## src/rtl/float_divm.sv

```systemverilog
// Iterative single-precision divider: result = data_a / data_b, one restoring
// quotient bit per clock, with overflow/underflow/zero flags pulsed on done.
module float_divm (
  input  logic        rst_sys_n,
  input  logic        clk_sys,
  input  logic [31:0] data_a,
  input  logic [31:0] data_b,
  input  logic        start_trig,
  output logic [3:0]  done,
  output logic [31:0] result
);

  localparam logic [5:0] S_IDLE  = 6'b000001;
  localparam logic [5:0] S_CHECK = 6'b000010;
  localparam logic [5:0] S_EXP   = 6'b000100;
  localparam logic [5:0] S_DIV   = 6'b001000;
  localparam logic [5:0] S_NORM  = 6'b010000;
  localparam logic [5:0] S_OUT   = 6'b100000;

  localparam logic [31:0] SAT_RESULT = 32'h3F80_0000;

  logic [5:0]        state_q,  state_d;
  logic              sign_q,   sign_d;
  logic [7:0]        ea_q,     ea_d;
  logic [7:0]        eb_q,     eb_d;
  logic [23:0]       ma_q,     ma_d;
  logic [23:0]       mb_q,     mb_d;
  logic              div0_q,   div0_d;
  logic              zero_q,   zero_d;
  logic signed [9:0] expon_q,  expon_d;
  logic [24:0]       rem_q,    rem_d;
  logic [25:0]       quo_q,    quo_d;
  logic [4:0]        cnt_q,    cnt_d;
  logic [22:0]       frac_q,   frac_d;
  logic [31:0]       result_q, result_d;
  logic [3:0]        done_q,   done_d;

  // Restoring step and normalization helpers, used only in their own states.
  logic              rem_ge;
  logic [24:0]       rem_sub;
  logic [24:0]       rem_nxt;
  logic [22:0]       norm_frac;
  logic              norm_rnd;
  logic signed [9:0] norm_exp;
  logic              is_over;
  logic              is_under;

  assign rem_ge    = rem_q >= {1'b0, mb_q};
  assign rem_sub   = rem_q - {1'b0, mb_q};
  assign rem_nxt   = rem_ge ? rem_sub : rem_q;
  assign norm_frac = quo_q[25] ? quo_q[24:2] : quo_q[23:1];
  assign norm_rnd  = quo_q[25] ? quo_q[1]    : quo_q[0];
  assign norm_exp  = quo_q[25] ? expon_q     : expon_q - 10'sd1;

  // The exponent is never computed on the zero/divide-by-zero path, so its
  // range tests only apply to operations that went through EXP.
  assign is_over  = div0_q | (~zero_q & (expon_q >= 10'sd255));
  assign is_under = ~div0_q & ~zero_q & (expon_q <= 10'sd0);

  // NOTE: every *_d gets a default before the case, so no branch can leave a
  // signal unassigned and infer a latch.
  always_comb begin
    state_d  = state_q;
    sign_d   = sign_q;
    ea_d     = ea_q;
    eb_d     = eb_q;
    ma_d     = ma_q;
    mb_d     = mb_q;
    div0_d   = div0_q;
    zero_d   = zero_q;
    expon_d  = expon_q;
    rem_d    = rem_q;
    quo_d    = quo_q;
    cnt_d    = cnt_q;
    frac_d   = frac_q;
    result_d = result_q;
    done_d   = 4'b0000;

    case (state_q)
      S_IDLE: begin
        if (start_trig) begin
          sign_d  = data_a[31] ^ data_b[31];
          ea_d    = data_a[30:23];
          eb_d    = data_b[30:23];
          ma_d    = (data_a[30:0] == 31'd0) ? 24'd0 : {1'b1, data_a[22:0]};
          mb_d    = (data_b[30:0] == 31'd0) ? 24'd0 : {1'b1, data_b[22:0]};
          state_d = S_CHECK;
        end
      end
      S_CHECK: begin
        div0_d  = (mb_q == 24'd0);
        zero_d  = (mb_q != 24'd0) && (ma_q == 24'd0);
        state_d = ((mb_q == 24'd0) || (ma_q == 24'd0)) ? S_OUT : S_EXP;
      end
      S_EXP: begin
        expon_d = $signed({2'b00, ea_q}) - $signed({2'b00, eb_q}) + 10'sd127;
        rem_d   = {1'b0, ma_q};
        quo_d   = 26'd0;
        cnt_d   = 5'd0;
        state_d = S_DIV;
      end
      S_DIV: begin
        rem_d = rem_nxt << 1;
        quo_d = {quo_q[24:0], rem_ge};
        cnt_d = cnt_q + 5'd1;
        if (cnt_q == 5'd25) state_d = S_NORM;
      end
      S_NORM: begin
        // Round half up on the first dropped bit; a carry out of the
        // fraction bumps the exponent instead.
        frac_d  = norm_frac;
        expon_d = norm_exp;
        if (norm_rnd) begin
          if (&norm_frac) begin
            frac_d  = 23'd0;
            expon_d = norm_exp + 10'sd1;
          end else begin
            frac_d = norm_frac + 23'd1;
          end
        end
        state_d = S_OUT;
      end
      S_OUT: begin
        if (is_over) begin
          done_d   = 4'b1001;
          result_d = SAT_RESULT;
        end else if (is_under) begin
          done_d   = 4'b0101;
          result_d = SAT_RESULT;
        end else if (zero_q) begin
          done_d   = 4'b0011;
          result_d = 32'h0000_0000;
        end else begin
          done_d   = 4'b0001;
          result_d = {sign_q, expon_q[7:0], frac_q};
        end
        state_d = S_IDLE;
      end
      default: state_d = S_IDLE;
    endcase
  end

  // NOTE: sequential state uses non-blocking assignments only, so every flop
  // samples the pre-edge value of every other flop.
  always_ff @(posedge clk_sys or negedge rst_sys_n) begin
    if (!rst_sys_n) begin
      state_q  <= S_IDLE;
      sign_q   <= 1'b0;
      ea_q     <= 8'd0;
      eb_q     <= 8'd0;
      ma_q     <= 24'd0;
      mb_q     <= 24'd0;
      div0_q   <= 1'b0;
      zero_q   <= 1'b0;
      expon_q  <= 10'sd0;
      rem_q    <= 25'd0;
      quo_q    <= 26'd0;
      cnt_q    <= 5'd0;
      frac_q   <= 23'd0;
      result_q <= 32'd0;
      done_q   <= 4'b0000;
    end else begin
      state_q  <= state_d;
      sign_q   <= sign_d;
      ea_q     <= ea_d;
      eb_q     <= eb_d;
      ma_q     <= ma_d;
      mb_q     <= mb_d;
      div0_q   <= div0_d;
      zero_q   <= zero_d;
      expon_q  <= expon_d;
      rem_q    <= rem_d;
      quo_q    <= quo_d;
      cnt_q    <= cnt_d;
      frac_q   <= frac_d;
      result_q <= result_d;
      done_q   <= done_d;
    end
  end

  assign done   = done_q;
  assign result = result_q;

endmodule

```

## config.mk

```make
export PLATFORM = sky130hd
export DESIGN_NAME = float_divm
export DESIGN_NICKNAME = d
export VERILOG_FILES = /design/src/rtl/float_divm.sv
export SDC_FILE = /design/constraint.sdc
export NUM_CORES = 1
export LEC_CHECK = 0
export BUFFER_PORTS_ARGS = -buffer_cell sky130_fd_sc_hd__buf_2
export CAP_MARGIN = 40
export CORE_ASPECT_RATIO = 0.6
export CORE_MARGIN = 2
export CORE_UTILIZATION = 30
export CTS_CLUSTER_SIZE = 20
export DETAILED_ROUTE_END_ITERATION = 12
export PLACE_DENSITY = 0.52
export SLEW_MARGIN = 0
export SYNTH_ARGS = -nofsm -noshare
export SYNTH_HDL_FRONTEND = slang
export SYNTH_SLANG_ARGS = --single-unit
```

## constraint.sdc

```tcl
create_clock -name clk_sys -period 6 [get_ports clk_sys]
set_input_delay 0.3 -clock clk_sys [delete_from_list [all_inputs] [get_ports clk_sys]]
set_output_delay 0.3 -clock clk_sys [all_outputs]
set_load 0.01 [all_outputs]
```

==> results of run 1 <==
state kept, by name (all words and copies together), names as in the netlist:
register,count
result,32
quo_q,26
rem_q,25
ma_q,24
mb_q,24
frac_q,23
expon_q,10
ea_q,8
eb_q,8
state_q,6
cnt_q,5
done,4
div0_q,1
sign_q,1
zero_q,1
cells by family (layout without fill, tap and decap cells):
logic type                 count (synthesis)  after routing  synth area share [%]
and+or+nand+nor                          438            438                 18.67
AOI/OAI and AO/OA                        335            335                 20.19
DFF                                      198            198                 43.71
buffers and inverters                    123            208                 4.437
xor gates and xnor gates                  61             61                 4.712
adders and majority gates                 41             41                 4.657
muxes                                     40             40                 3.620
power by group:
part | switching (mW) | internal (mW) | total (mW)
Clock | 0.582 | 0.550 | 1.13
Sequential | 0.355 | 1.67 | 2.02
Combinational | 2.01 | 1.35 | 3.36
layer usage:
metal	track usage [%]	up-vias	part of all wire [%]
met2	23.36	298	39
met1	28.58	4698	53
li1	-	4586	-
met3	4.578	25	6.8
met4	3.592	0	0.86
met5	0	-	0
layout make-up:
type                    instances  area, µm²
flip-flops and latches        198       4956
multi-input cells             915       5893
repair buffers                121      686.9
fillers                      3882      24480
clock buffers                  18      429.2
clock inverters                14      140.1
well taps                     513      641.9
inverters                      55      206.4
Yosys cell counts (all sizes together) (7+ instances only):
master,number
mux2i,35
and2,8
nor4,34
a21o,19
o21a,9
nand2,212
and3,11
xnor2,31
buf,16
dfrtp,197
nor2b,10
nand3b,8
nand2b,7
nor2,53
nor3b,8
xor2,30
a21oi,60
ha,39
nand4,17
nand3,32
a31oi,10
inv,53
o21ai,92
a22o,75
o31ai,8
clkbuf,52
nor3,21
critical path: cells and delay by family (launching register included):
family          cells  cell delay [ps]
compound gates      6             1190
simple gates        2             1060
fa+ha+maj           1              460
flops               1              420
metrics by stage:
step                      instance area, µm²  total power [mW]  utilization [%]
after detailed placement               12370             5.333            33.05
after global routing                   12950             7.046            34.60
after floorplan                        11340             4.432                -
final                                  12950             6.513            34.60
after CTS                              12950             6.497            34.60
after global placement                 12330             5.271            32.93
path summary, 6_finish.rpt:
path / start / to / slack, ps / cells after the start
max: rem_q[14]$_DFFE_PN0P_ / rem_q[18]$_DFFE_PN0P_ / 2720 / 9
min: start_trig / state_q[0]$_DFFE_PN1P_ / 40 / 2
max reg2reg: rem_q[14]$_DFFE_PN0P_ / rem_q[18]$_DFFE_PN0P_ / 2720 / 9
min reg2reg: frac_q[6]$_DFFE_PN0P_ / result[6]$_DFFE_PN0P_ / 480 / 1
max in group asynchronous: rst_sys_n / quo_q[6]$_DFFE_PN0P_ / 4250 / 3
min in group asynchronous: rst_sys_n / ea_q[1]$_DFFE_PN0P_ / 530 / 2
repair_timing:
action,4_1_cts,5_1_grt
buffers inserted,0,0
endpoints found under the hold margin,94,0
hold buffers,1,0
==> results.cfg, run 1 <==
[die]
core_area_um2 = 37440
initial_utilization_pct = 30.28
io_pins = 103
dieArea_um2 = 39410
rows = 55
die_w_um = 255.0
die_h_um = 154.6

[global_routing]
grt_usage_pct = 17.82
grt_pass1_wl_mm = 54.43
grt_start_max_net_pins = 97
overflow = 0
antenna_found_initial = 0
grt_pass1_vias = 9389

[placement]
gp_congestion = 0.8947
preCtsSetupSlack_ps = 2794
dp_hpwl_mm = 25.31
io_buffers = 102
placed_cells = 1801

[routing]
dr.first_iter.drc_count = 756
drc = 0
wl_per_cell_um = 18.41
routed_via_density = 5.238
wirelength_mm = 33.77
vias = 9607
first_pass_iters = 5
ant_nets = 0

[sta]
finalSetupTns_ps = 0
slew_viol_final = 0
tightest_slew_ps = 910.3
setup_slack_ps = 2719
hold_viol = 0
rsz0062_at_grt = false
fin_worst_hold_slack_ps = 40.64
finalSetupViolations = 0
fin_crit_ps = 3281
fin_crit_sh_pct = 54.69
fmax_ghz = 0.3048
clock_skew_ps = 18.63
max_slew_margin_pct = 39.09

[synth]
ys_seq_area_share_pct = 43.71
synth_top_area_share_pct = 43.48
yosys_register_bits = 198
synthArstFlopShare_pct = 100.0
ys_warn_count = 0
ys_types = 79
netlist_area_um2 = 11340
yosysTopAreaCell = dfrtp_1
synth_enable_flop_cells = 0
synth_area_leaders = dfrtp_1, nand2_1, a22o_1
syn_inst = 1236
ys.flop_type = dfrtp_1
avgSynthCellArea_um2 = 9.172
syn-num-nets = 1344

[cts]
clock_sinks = 198
htreeDepth = 4
cts_buffer_depth = 2
clk_latency_ps = 460
cts-resized-gates = 0
cts_tree = yes
cts_inserted_buffers = 17
clk_pin_slew_ps = 80
cts_root_buf = clkbuf_16

[layout]
finalNonFillerCells = 1834
drive_gt1_share_pct = 13.47
n_antenna_cell = 0
nets = 1416
final_cell_mix = nand2_1, dfrtp_1, buf_2
synthToLayoutAreaGrowth_pct = 14.26
final_common_cell = nand2_1

[pwr]
p_leak_nw = 5.912
power.density_nw_per_um2 = 502.8
ir_worst_vdd_mv = 0.2463

[setup_path]
crit_top_cell = a21oi_1
crit_path_end_kind = flip-flop
path_class = reg2reg
critPathMaxStageDelay_ps = 550
cpMaxStageDelayCell = nor2_1
worst_ep_required_time_ps = 6310
cp.arrival_ps = 3590
cp-start-kind = flip-flop
cp_max_fo = 11
crit_chain = ha_1, a21oi_1, o21bai_1, a21o_1, a21oi_1, o21ai_0, nand2_1, nor2_1, a221oi_1

[hold_path]
hold_path.class = in2reg

[status]
status = complete, no violations

[job]
cap_viol_max_count = 0
Note: power is estimated with default switching activity, not from simulation.
==> run 2: changes to the inputs <==
--- a/config.mk
+++ b/config.mk
@@ -12,7 +12,7 @@
 export CORE_UTILIZATION = 30
 export CTS_CLUSTER_SIZE = 20
 export DETAILED_ROUTE_END_ITERATION = 12
-export PLACE_DENSITY = 0.52
+export PLACE_DENSITY = 0.54
 export SLEW_MARGIN = 0
 export SYNTH_ARGS = -nofsm -noshare
 export SYNTH_HDL_FRONTEND = slang
==> constraint.sdc (replaced) <==
create_clock -name clk_sys -period 2.7 [get_ports clk_sys]
set_input_delay 0.135 -clock clk_sys [delete_from_list [all_inputs] [get_ports clk_sys]]
set_output_delay 0.135 -clock clk_sys [all_outputs]
set_load 0.01 [all_outputs]
==> run 2 against run 1 <==
The run now ends with setup timing left. Register-to-register slack got worse by 2800 ps. Global-route usage increased by 0.31 points. Via count increased by 6.5%. Routed wire length increased by 5.2%. Core utilization increased by 4.7 points.
==> results.cfg, run 2 (synthesis gave the netlist of run 1 again) <==
[die]
dieArea_um2 = 39410
rows = 55
die_h_um = 154.6
initial_utilization_pct = 30.28
io_pins = 103
core_area_um2 = 37440
die_w_um = 255.0

[sta]
setup_slack_ps = -59.14
finalSetupTns_ps = -59.14
fmax_ghz = 0.3624
rsz0062_at_grt = true
hold_viol = 0
fin_crit_ps = 2759
slew_viol_final = 0
max_slew_margin_pct = 60.82
fin_crit_sh_pct = 102.2
finalSetupViolations = 1
clock_skew_ps = 13.37
tightest_slew_ps = 582.3

[layout]
utilization_pct = 39.26
finalNonFillerCells = 1995
largest_register_ffs = 32
n_antenna_cell = 0
synthToLayoutAreaGrowth_pct = 29.65
final_cell_mix = nand2_1, dfrtp_1, buf_4
final_area_um2 = 14700
final_common_cell = nand2_1
nets = 1578
drive_gt1_share_pct = 22.00

[setup_path]
path_class = reg2reg
cp-start-kind = flip-flop
critical-path-top-delay-family = compound AO/OA/AOI/OAI gates
critPathMaxStageDelay_ps = 500
cp_max_fo = 2
crit_chain = inv_2, ha_4, inv_2, fa_2, a21o_1, a21oi_2, o21bai_1, a21oi_2, xnor2_1, or4bb_4, xnor2_2, a221oi_2
ff2ff_path_depth = 12
crit_path_end_kind = flip-flop
worst_ep_required_time_ps = 3060
crit_buf_inv = 2
cpMaxStageDelayCell = or4bb_4
cp.arrival_ps = 3120
r2r_setup_slack_ps = -60
timing.rr.end = expon_q[7]$_DFFE_PN0P_
r2r_start = ea_q[0]$_DFFE_PN0P_

[status]
status = finished with violations
violations = setup timing

[hold_path]
hold_end = eb_q[7]$_DFFE_PN0P_
hold_depth = 3
min_from = data_b[30]
hold_path.class = in2reg

[placement]
gp_congestion = 0.8863
dp_hpwl_mm = 26.25
place_area_um2 = 13090
placed_cells = 1893
io_buffers = 102

[cts]
clk_latency_ps = 440
clock_sinks = 198
cts_inserted_buffers = 17
cts_buffer_depth = 2
cts_tree = yes
clk_pin_slew_ps = 80
htreeDepth = 4
cts_root_buf = clkbuf_16

[global_routing]
antenna_found_initial = 0
grt_start_max_net_pins = 68
grt_usage_pct = 18.13
grt_pass1_vias = 9679
grt_pass1_wl_mm = 55.57
overflow = 0

[routing]
wl_per_cell_um = 17.80
routed_via_density = 5.126
ant_nets = 0
drc = 0
first_pass_iters = 8
dr.first_iter.drc_count = 925
wirelength_mm = 35.52
vias = 10227

[pwr]
power.density_nw_per_um2 = 1120
ir_worst_vdd_mv = 0.5299
p_leak_nw = 6.730

[job]
cap_viol_max_count = 0
[run 2: changes by cell type in the layout (fill, tap and decap cells not counted), sizes merged]
cell	previous run	this run
clkbuf	19	21
clkinvlp	2	1
dlygate4sd3	1	65
inv	58	56
buf	119	217
[run 2: worst reg2reg max path, stage by stage (launching register included)]
cell,delay (ps)
dfrtp_1,380
inv_2,70
ha_4,130
inv_2,40
fa_2,360
a21o_1,180
a21oi_2,180
o21bai_1,120
a21oi_2,190
xnor2_1,150
or4bb_4,500
xnor2_2,150
a221oi_2,230
[run 2: area by class of cell]
| type | instances | area [µm²] |
|---|---|---|
| multi-input combinational | 915 | 6212 |
| inverter | 55 | 206.4 |
| sequential | 198 | 4957 |
| fill | 3766 | 22740 |
| clock inverter | 11 | 115.1 |
| clock buffer | 20 | 466.7 |
| tap | 513 | 641.9 |
| timing repair buffer | 283 | 2100 |
[run 2: power by group]
group | switching, mW | leakage (nW) | internal [mW]
clock | 1.24 | 0.282 | 1.29
combinational | 5.13 | 3.83 | 4.38
sequential | 0.712 | 2.62 | 3.71
[run 2: per-layer routing]
layer	vias to the layer above	track usage (%)	share of wire [%]
li1	4923	-	-
met1	4995	29.11	53
met2	289	24.35	40
met3	20	4.157	6.8
met4	0	3.175	0.64
met5	-	0	0
[run 2: worst max path at each step]
stage	start	end	slack, ps	depth (start not counted)
after floorplan	quo_q[25]$_DFFE_PN0P_	expon_q[7]$_DFFE_PN0P_	-50	14
after global placement	ea_q[0]$_DFFE_PN0P_	expon_q[7]$_DFFE_PN0P_	-80	12
after detailed placement	ea_q[0]$_DFFE_PN0P_	expon_q[7]$_DFFE_PN0P_	-140	12
after CTS	ea_q[0]$_DFFE_PN0P_	expon_q[7]$_DFFE_PN0P_	5	12
after global routing	ea_q[0]$_DFFE_PN0P_	expon_q[7]$_DFFE_PN0P_	-170	12
final	ea_q[0]$_DFFE_PN0P_	expon_q[7]$_DFFE_PN0P_	-60	12
[run 2: through the flow]
step / hold WS [ps] / power (mW) / worst slack, ps
global placement: 188.7 / 12.74 / -84.99
global route: 22.71 / 17.75 / -169.1
floorplan: -160.6 / 9.849 / -48.69
finish: 39.81 / 16.47 / -59.14
detailed placement: 190.0 / 12.82 / -136.7
CTS: 3.389 / 15.58 / 5.006
[run 2: what timing repair did]
item                                    in CTS  in global routing
cloned                                       0                  1
endpoints found under the setup margin       6                 31
setup buffers                                0                  6
pin swaps                                    5                 18
hold buffers                                65                  0
endpoints found under the hold margin      126                  0
resized for setup                            9                 64
